--- config.mk ---
export PLATFORM = sky130hd
export DESIGN_NAME = fifo_write_control
export DESIGN_NICKNAME = d
export VERILOG_FILES = /design/src/rtl/fifo_write_control.sv
export SDC_FILE = /design/constraint.sdc
export NUM_CORES = 1
export LEC_CHECK = 0
export ABC_AREA = 1
export CAP_MARGIN = 30
export CORE_MARGIN = 2
export CORE_UTILIZATION = 48
export DETAILED_ROUTE_END_ITERATION = 10
export PLACE_DENSITY = 0.82
export SLEW_MARGIN = 20
export SYNTH_ARGS = -nofsm -noshare
export SYNTH_HDL_FRONTEND = slang
export SYNTH_SLANG_ARGS = --single-unit
--- constraint.sdc ---
create_clock -name w_ctl_clk -period 5.1 [get_ports w_ctl_clk]
set_clock_uncertainty 0.15 [all_clocks]
set_input_delay 1.02 -clock w_ctl_clk [delete_from_list [all_inputs] [get_ports w_ctl_clk]]
set_output_delay 1.02 -clock w_ctl_clk [all_outputs]
set_load 0.01 [all_outputs]
--- src/rtl/fifo_write_control.sv ---
// Write-side controller for an async FIFO: gates producer writes against full,
// drives the RAM write port, keeps binary/Gray write pointers and produces
// registered full / almost-full / sticky overflow flags against the
// read pointer (already synchronized into this clock domain).
`timescale 1ns/1ps
module fifo_write_control #(
  parameter int a_length  = 3,
  parameter int af_margin = 2
) (
  input  logic                w_ctl_clk,
  input  logic                w_ctl_reset_n,
  input  logic                w_ctl_wr_en_in,
  input  logic [a_length:0]   w_ctl_rd_ptr_gray_in,
  input  logic                w_ctl_ovf_clr_in,
  output logic                w_ctl_mem_we,
  output logic [a_length-1:0] w_ctl_mem_addr,
  output logic [a_length:0]   w_ctl_wr_ptr_bin,
  output logic [a_length:0]   w_ctl_wr_ptr_gray,
  output logic                w_ctl_full,
  output logic                w_ctl_almost_full,
  output logic                w_ctl_overflow,
  output logic [1:0]          w_ctl_state
);
  localparam int PW = a_length + 1;
  localparam logic [PW-1:0] AF_TH = PW'((2 ** a_length) - af_margin);

  typedef enum logic [1:0] {IDLE = 2'b00, ACTIVE = 2'b01, FULL = 2'b10, RSV = 2'b11} state_t;

  state_t          state_q, state_d;
  logic            accept;
  logic [PW-1:0]   bin_q, gray_q;
  logic [PW-1:0]   bin_next, gray_next, rd_bin, occ_next, full_cmp;
  logic            full_next, af_next;
  logic            full_q, af_q, ovf_q;

  assign accept    = w_ctl_wr_en_in & ~full_q;
  assign bin_next  = bin_q + {{a_length{1'b0}}, accept};
  assign gray_next = bin_next ^ (bin_next >> 1);
  // Full pattern: read pointer one lap behind differs in the top two Gray bits
  assign full_cmp  = {~w_ctl_rd_ptr_gray_in[a_length:a_length-1],
                      w_ctl_rd_ptr_gray_in[a_length-2:0]};
  assign full_next = (gray_next == full_cmp);
  assign occ_next  = bin_next - rd_bin;
  assign af_next   = (occ_next >= AF_TH);

  // Gray-to-binary of the synchronized read pointer: bit i is XOR of gray[PW-1:i]
  always_comb begin
    rd_bin = '0;
    for (int i = 0; i < PW; i++) rd_bin[i] = ^(w_ctl_rd_ptr_gray_in >> i);
  end

  // Pointer and flag registers; overflow set wins over clear
  always_ff @(posedge w_ctl_clk or negedge w_ctl_reset_n) begin
    if (!w_ctl_reset_n) begin
      bin_q  <= '0;
      gray_q <= '0;
      full_q <= 1'b0;
      af_q   <= 1'b0;
      ovf_q  <= 1'b0;
    end else begin
      bin_q  <= bin_next;
      gray_q <= gray_next;
      full_q <= full_next;
      af_q   <= af_next;
      if (w_ctl_wr_en_in & full_q) ovf_q <= 1'b1;
      else if (w_ctl_ovf_clr_in)   ovf_q <= 1'b0;
    end
  end

  // FSM state register
  always_ff @(posedge w_ctl_clk or negedge w_ctl_reset_n) begin
    if (!w_ctl_reset_n) state_q <= IDLE;
    else                state_q <= state_d;
  end

  // FSM next-state: tracks the full value being registered on this edge
  always_comb begin
    state_d = IDLE;
    case (state_q)
      IDLE:    state_d = full_next ? FULL : (accept ? ACTIVE : IDLE);
      ACTIVE:  state_d = full_next ? FULL : (accept ? ACTIVE : IDLE);
      FULL:    state_d = full_next ? FULL : (accept ? ACTIVE : IDLE);
      default: state_d = IDLE;
    endcase
  end

  // Outputs: write enable is zero-latency from the request
  always_comb begin
    w_ctl_mem_we      = accept;
    w_ctl_mem_addr    = bin_q[a_length-1:0];
    w_ctl_wr_ptr_bin  = bin_q;
    w_ctl_wr_ptr_gray = gray_q;
    w_ctl_full        = full_q;
    w_ctl_almost_full = af_q;
    w_ctl_overflow    = ovf_q;
    w_ctl_state       = state_q;
  end
endmodule

## Word-level counts from Yosys, hierarchy flattened

Index checks and enable logic that the tools add are counted.

| cells by class | value |
|---|---|
| add/subtract/negate cells | 2 |
| $lt $le $gt $ge | 1 |
| eq/ne operators | 3 |
| mux-type cells | 5 |
| bitwise gates (word level) | 5 |
| reduce and logical (&&, ||, !) cells | 7 |

Operator list:

| kind | number |
|---|---|
| XOR reduction 4 bit | 4 |
| adder 4 x 1 -> 4 bit | 1 |
| == test 4 bit | 1 |
| >= comparator 4 x 3 -> 1 bit, second input constant | 1 |
| 2-to-1 mux 2 bit | 2 |
| subtractor 4 bit | 1 |
| bitwise XOR 4 x 3 -> 4 bit | 1 |
| 2-to-1 mux 1 bit | 3 |
| OR reduction 3 bit | 1 |
| bitwise AND 1 bit | 2 |
| == test 2 x 1 -> 1 bit, second input constant | 1 |
| == test 2 bit, second input constant | 1 |
| logical NOT 2 bit | 1 |
| inverter 2 bit | 1 |
| nonzero test 2 bit | 1 |
| inverter 1 bit | 1 |

| word-level totals | value |
|---|---|
| register bits | 13 |
| bits of input ports | 8 |
| output and inout port bits | 17 |
| logic and storage cells | 29 |

## Longest topological paths before layout

Gate-level depths: netlist (run 1).

| depth | value |
|---|---|
| word-level depth | 7 |
| gate-level depth with buffers | 14 |
| gate-level depth less buffers | 14 |

## Worst setup path after synthesis (run 1)

No wires, ideal clock.

| path | value |
|---|---|
| path type | input-to-reg |
| from | in w_ctl_wr_en_in |
| to | reg af_q (netlist: w_ctl_almost_full) |
| library setup time | 0.126 ns |
| arrival time | 2.724 ns |
| required time | 4.824 ns |
| slack | 2.100 ns |
| stages on the path | 13 |
| path buffers | 0 |
| path through | inv_1 -> nor2_1 -> ha_1 -> ha_1 -> inv_1 -> nand2_1 -> nand2_1 -> ha_1 -> nand2_1 -> nor2_1 -> a211oi_1 -> or2_1 -> nand3_1 |

| on the way | value |
|---|---|
| longest elaborated chain between the ends | 4 |

RTL lines:

| element | line | text |
|---|---|---|
| start, declared | 12 | `input logic w_ctl_wr_en_in,` |
| bitwise AND 1 bit | 36 | `assign accept = w_ctl_wr_en_in & ~full_q;` |
| net w_ctl_mem_we | 15 | `output logic w_ctl_mem_we,` |
| adder 4 x 1 -> 4 bit | 37 | `assign bin_next = bin_q + {{a_length{1'b0}}, accept};` |
| net bin_next[2] | 32 | `logic [PW-1:0] bin_next, gray_next, rd_bin, occ_next, full_cmp;` |
| subtractor 4 bit | 43 | `assign occ_next = bin_next - rd_bin;` |
| >= comparator 4 x 3 -> 1 bit | 44 | `assign af_next = (occ_next >= AF_TH);` |
| net af_next | 33 | `logic full_next, af_next;` |
| end signal, assigned | 64 | `af_q <= af_next;` |
| end, declared | 34 | `logic full_q, af_q, ovf_q;` |

The timed path passes the listed nets, and every way through them passes these cells.
A chain may end at the register's enable or synchronous reset.

## Worst setup path in the final report (run 1)

| path | value |
|---|---|
| from | in w_ctl_wr_en_in |
| to | out w_ctl_mem_we |

| on the way | value |
|---|---|
| longest elaborated chain between the ends | 1 |

RTL lines:

| element | line |
|---|---|
| bitwise AND 1 bit | 36 |
| end, declared | 15 |

No other way between the ends.

==> results.txt, run 1 <==
Max-cap viol count: 0
Initial core utilization: 0.524
Total GRT Usage: 0.207
Adder-cell share of the synthesized area: 0.102
Initial antenna violation count: 0
Root buffer cell: clkbuf_4
Worst hold stages: 3
Slew headroom: 0.637
Die area: 0.00203 sq mm
Post-Syn Area per Cell: 7.61 sq um
Setup CP Type: in -> out
Final setup vio count: 0
Clk slew on worst S/H paths: 0.08 ns
Fin crit share: 0.685
Number of synthesized flops with an enable pin: 0
Post-synthesis sequential area ratio: 0.372
Hpwl dp: 1410 um
Top FF cell, synth: dfrtp_1
CTS Hold Bufs: 0
Post-synthesis simple-gate area fraction: 0.355
Pre-antenna DRT Iters: 5
R2R Path End: w_ctl_almost_full$_DFF_PN0_
Cell row count: 14
Synth async-reset ratio: 1.00
Mapped Cells: 106
Slew Limit Fails: 0
Setup TNS: 0 ns
Reg2reg path depth: 12
CTS tree: built
Post-synth top area share: 0.372
CTS H-tree lvls: 1
Area of the multi-input gates: 417 sq um
Largest net degree at the start of global routing: 13
Vias in the first global route: 688
Clk_lat worst skew: 0.28 ns
Yosys warns: 0
Critical Path Fanout Max: 3
Period minus WS final: 3.49 ns
GP Congestion: 0.810
Fmax: 286 MHz
Synth Area in Compound Gates: 0.0279
DRT Wirelength: 1740 um
First-pass GRT wire length: 2900 um
Clock sinks: 12
Most frequent cell after synthesis: nand2_1
WL/cell: 11.9 um
Pleak: 0.565 nW
I/O pin count: 25
Mapped cell area: 807 sq um
Arr. time, crit path: 2.32 ns
Status: complete, no violations
Commonest cells in the netlist: nand2_1 (33), inv_1 (16), nand3_1 (13)
Area Overhead vs Synth: 33.0%
RSZ-0062 raised after global routing: no
N_diodes: 0
CP endpoint kind: output port
Total grt overflow: 0
Nets: 145
Post-CTS sizing: 0
Die Height: 45.0 um
PD cells: 668 mW/mm^2
Hold Crit Start: w_ctl_state[1]$_DFF_PN0_
Synth Area in XOR/XNOR: 0.0310
Core box area: 0.00154 sq mm
Worst r2r src: w_ctl_full$_DFF_PN0_
Worst setup SP type: input port
Worst endpoint required time: 3.93 ns
Port bufs: 24
Max Buffers Root-to-Sink: 2
Area contributors post-synth: dfrtp_1 (37%), nand2_1 (15%), nand3_1 (8.1%), ha_1 (7.8%), inv_1 (7.4%)
Largest family of logic cells by synthesized area: simple AND/OR/NAND/NOR gates
Total number of vias: 764
Worst Hold End: w_ctl_state[1]$_DFF_PN0_
Initial DRC Count: 18
Share of cells above drive strength 1: 0.100
Die X: 45.0 um
Number of remaining DRC errors: 0
Filler Cell Count: 124
Sequential standard cell area: 300 sq um
Final Total Pwr: 717 uW
Net count after synthesis: 120
Vias per cell: 5.23
Final hold violations: 0
Number of nets still failing antenna checks after routing: 0
FF-to-FF setup slack: 2.57 ns
Worst VDD drop: 0.387 mV
Count of cell types in the netlist: 20
Setup Buffers After CTS: 0
Worst-Margin Slew: 0.543 ns
Mux contribution to synthesized area: 0
Number of buffers created by CTS: 3
Synth Register Bits: 12
HP Class: reg -> reg
Synth area leader: dfrtp_1
## how the worst max path moves through the flow
stage / startpoint / to / slack (ns) / cells after the start
floorplan: w_ctl_wr_en_in / w_ctl_almost_full$_DFF_PN0_ / 2.10 / 13
global placement: w_ctl_wr_en_in / w_ctl_almost_full$_DFF_PN0_ / 1.57 / 14
detailed placement: w_ctl_wr_en_in / w_ctl_almost_full$_DFF_PN0_ / 1.47 / 14
CTS: w_ctl_wr_en_in / w_ctl_mem_we / 1.60 / 4
global route: w_ctl_wr_en_in / w_ctl_mem_we / 1.56 / 4
finish: w_ctl_wr_en_in / w_ctl_mem_we / 1.61 / 4
## cell families (layout without fill, tap and decap cells)
kind of cell    Yosys count  after routing
flops                    12             12
xor+xnor                  2              2
compound gates            4              4
simple gates             62             62
buf+inv                  20             44
fa+ha+maj                 6              6
## critical path, stage by stage
cell,delay [ns]
clkdlybuf4s50_1,0.48
inv_1,0.05
nor2_1,0.19
clkdlybuf4s50_1,0.58
## power by group
part / internal, mW / total, mW / switching [mW]
Clock: 0.0434 / 0.0773 / 0.0339
Combinational: 0.214 / 0.466 / 0.252
Sequential: 0.141 / 0.174 / 0.0333
## area by class of cell
class,instances,area share
multi-input combinational,74,0.388
timing repair buffer,24,0.224
tap,16,0.0186
clock buffer,4,0.0338
sequential,12,0.280
inverter,16,0.0559
## metrics by stage
stage	setup WS (ns)	hold slack [ns]	std cells	area [sq um]	utilization
detailed placement	1.47	0.376	142	1040	0.673
CTS	1.60	0.389	146	1070	0.696
global placement	1.57	0.343	142	1040	0.673
floorplan	2.10	0.376	106	807	-
global route	1.56	0.413	146	1070	0.696
finish	1.61	0.384	146	1070	0.696
## metal layers
| metal | up-vias | track usage | wire (um) |
|---|---|---|---|
| li1 | 378 | - | - |
| met1 | 357 | 0.225 | 697 |
| met2 | 25 | 0.366 | 898 |
| met3 | 4 | 0.0520 | 111 |
| met4 | 0 | 0.106 | 28 |
| met5 | - | 0 | 0 |
## sequential cells by signal (all words and copies together), names as in the netlist
register and cells:
w_ctl_wr_ptr_gray 3, w_ctl_almost_full 1, w_ctl_wr_ptr_bin 4, w_ctl_overflow 1, w_ctl_full 1, w_ctl_state 2
## cells in the final DEF, fill, tap and decap left out
master and n:
clkbuf_4 3, nand2_2 5, nand4_2 1, or2_1 1, xor2_1 1, o21ai_0 2, nand3_1 13, a21oi_1 1
ha_1 5, nor2_2 2, nor2_1 4, and2_1 1, inv_1 16, fa_1 1, dfrtp_1 12, nand3b_1 1
xor2_2 1, a211oi_1 1, clkdlybuf4s50_1 24, nand2_1 33, nand4_1 1, clkbuf_8 1
Power figures use the tool's default switching activity.
==> run 2: changes to the inputs <==
- CORE_UTILIZATION: 48 -> 45
- PLACE_DENSITY: 0.82 -> 0.78
- clock period: 5.1 -> 3.28 ns (I/O delays scaled with it)
==> results.txt, run 2 (synthesis results as in run 1) <==
Status: complete, no violations
Max reg flops: 4
CTS Hold Bufs: 0
Clock sinks: 12
Setup WS post-layout: 0.340 ns
Slew Limit Fails: 0
Post-CTS sizing: 0
Initial core utilization: 0.473
I/O pin count: 25
Die X: 46.4 um
Most frequent cells in the layout: nand2_1 (33), clkdlybuf4s50_1 (24), inv_1 (16)
Nets: 146
Pleak: 0.570 nW
Setup slack after placement: 0.0541 ns
Area of the multi-input gates: 417 sq um
Setup Buffers After CTS: 0
HP Class: reg -> reg
Port bufs: 24
Worst endpoint required time: 3.28 ns
GP Congestion: 0.798
Final Total Pwr: 1.11 mW
CTS tree: built
Setup CP Type: in -> reg
Die Height: 46.4 um
Critical Path Fanout Max: 4
Share of cells above drive strength 1: 0.107
Area Overhead vs Synth: 35.3%
Fmax: 340 MHz
Number of buffers created by CTS: 3
Fin crit share: 0.896
Hpwl dp: 1320 um
Commonest non-fill, non-tap cell in the layout: nand2_1
DRT Wirelength: 1620 um
First-pass GRT wire length: 2550 um
Worst-Margin Slew: 0.545 ns
Fin cells: 156
Largest net degree at the start of global routing: 13
CP endpoint kind: flip-flop
Placed cell count: 152
Number of remaining DRC errors: 0
Vias per cell: 4.67
Period minus WS final: 2.94 ns
RSZ-0062 raised after global routing: no
Total grt overflow: 0
Met3 Use GR: 0.0314
N_diodes: 0
CTS H-tree lvls: 1
Most Used Layer, Global Route: met2
Final hold violations: 0
Pre-antenna DRT Iters: 4
Filler Cell Count: 152
Arr. time, crit path: 2.94 ns
Total GRT Usage: 0.174
Cell row count: 15
Initial DRC Count: 13
Worst VDD drop: 0.552 mV
Max-cap viol count: 0
Max Buffers Root-to-Sink: 2
Number of nets still failing antenna checks after routing: 0
Sequential standard cell area: 300 sq um
PD cells: 1020 mW/mm^2
Clk_lat worst skew: 0.27 ns
Core box area: 0.00171 sq mm
Slew headroom: 0.636
GR Util met2: 0.267
Final setup vio count: 0
M1 GR Usage: 0.216
Clk slew on worst S/H paths: 0.07 ns
Setup TNS: 0 ns
Vias in the first global route: 624
Initial antenna violation count: 0
Total number of vias: 729
WL/cell: 10.4 um
Worst setup SP type: input port
Root buffer cell: clkbuf_4
Die area: 0.00215 sq mm
-- run 2: critical path, stage by stage --
cell and delay (ns):
clkdlybuf4s50_1 0.47, inv_1 0.04, nor2_1 0.12, ha_1 0.26, ha_1 0.22, inv_1 0.09
nand2_1 0.06, nand2_1 0.12, ha_1 0.37, nand2_1 0.07, nor2_1 0.04, a211oi_1 0.21
or2_1 0.15, nand3_1 0.06
-- run 2: worst paths after layout --
path / startpoint / end / slack (ns) / cells past startpoint
setup / recovery: w_ctl_wr_en_in / w_ctl_almost_full$_DFF_PN0_ / 0.34 / 14
hold / removal: w_ctl_full$_DFF_PN0_ / w_ctl_overflow$_DFFE_PN0P_ / 0.36 / 2
setup reg to reg: w_ctl_full$_DFF_PN0_ / w_ctl_almost_full$_DFF_PN0_ / 0.83 / 12
hold reg to reg: w_ctl_full$_DFF_PN0_ / w_ctl_overflow$_DFFE_PN0P_ / 0.36 / 2
max in group asynchronous: w_ctl_reset_n / w_ctl_wr_ptr_gray[1]$_DFF_PN0_ / 2.03 / 1
min in group asynchronous: w_ctl_reset_n / w_ctl_wr_ptr_bin[3]$_DFF_PN0_ / 0.59 / 1
-- run 2: power by group --
| group | internal [mW] | total [mW] | switching, mW |
|---|---|---|---|
| sequential | 0.218 | 0.268 | 0.0493 |
| clock | 0.0673 | 0.114 | 0.0469 |
| combinational | 0.335 | 0.728 | 0.393 |
-- run 2: per-layer routing --
| metal | vias up | wire length, um |
|---|---|---|
| met5 | - | 0 |
| met4 | 0 | 45 |
| met3 | 4 | 80 |
| met2 | 22 | 764 |
| met1 | 324 | 725 |
| li1 | 379 | - |
-- run 2: stage by stage --
stage	utilization	hold WS (ns)	instance area, sq um
after floorplan	-	0.210	807
after global placement	0.618	0.349	1060
after detailed placement	0.618	0.346	1060
after CTS	0.640	0.368	1090
after global routing	0.640	0.395	1090
final	0.640	0.356	1090
-- run 2: final cells by class --
cell class | count | share of cell area
multi-input combinational | 74 | 0.381
sequential | 12 | 0.275
timing repair buffer | 25 | 0.227
inverter | 16 | 0.0550
clock buffer | 4 | 0.0332
tap | 25 | 0.0286
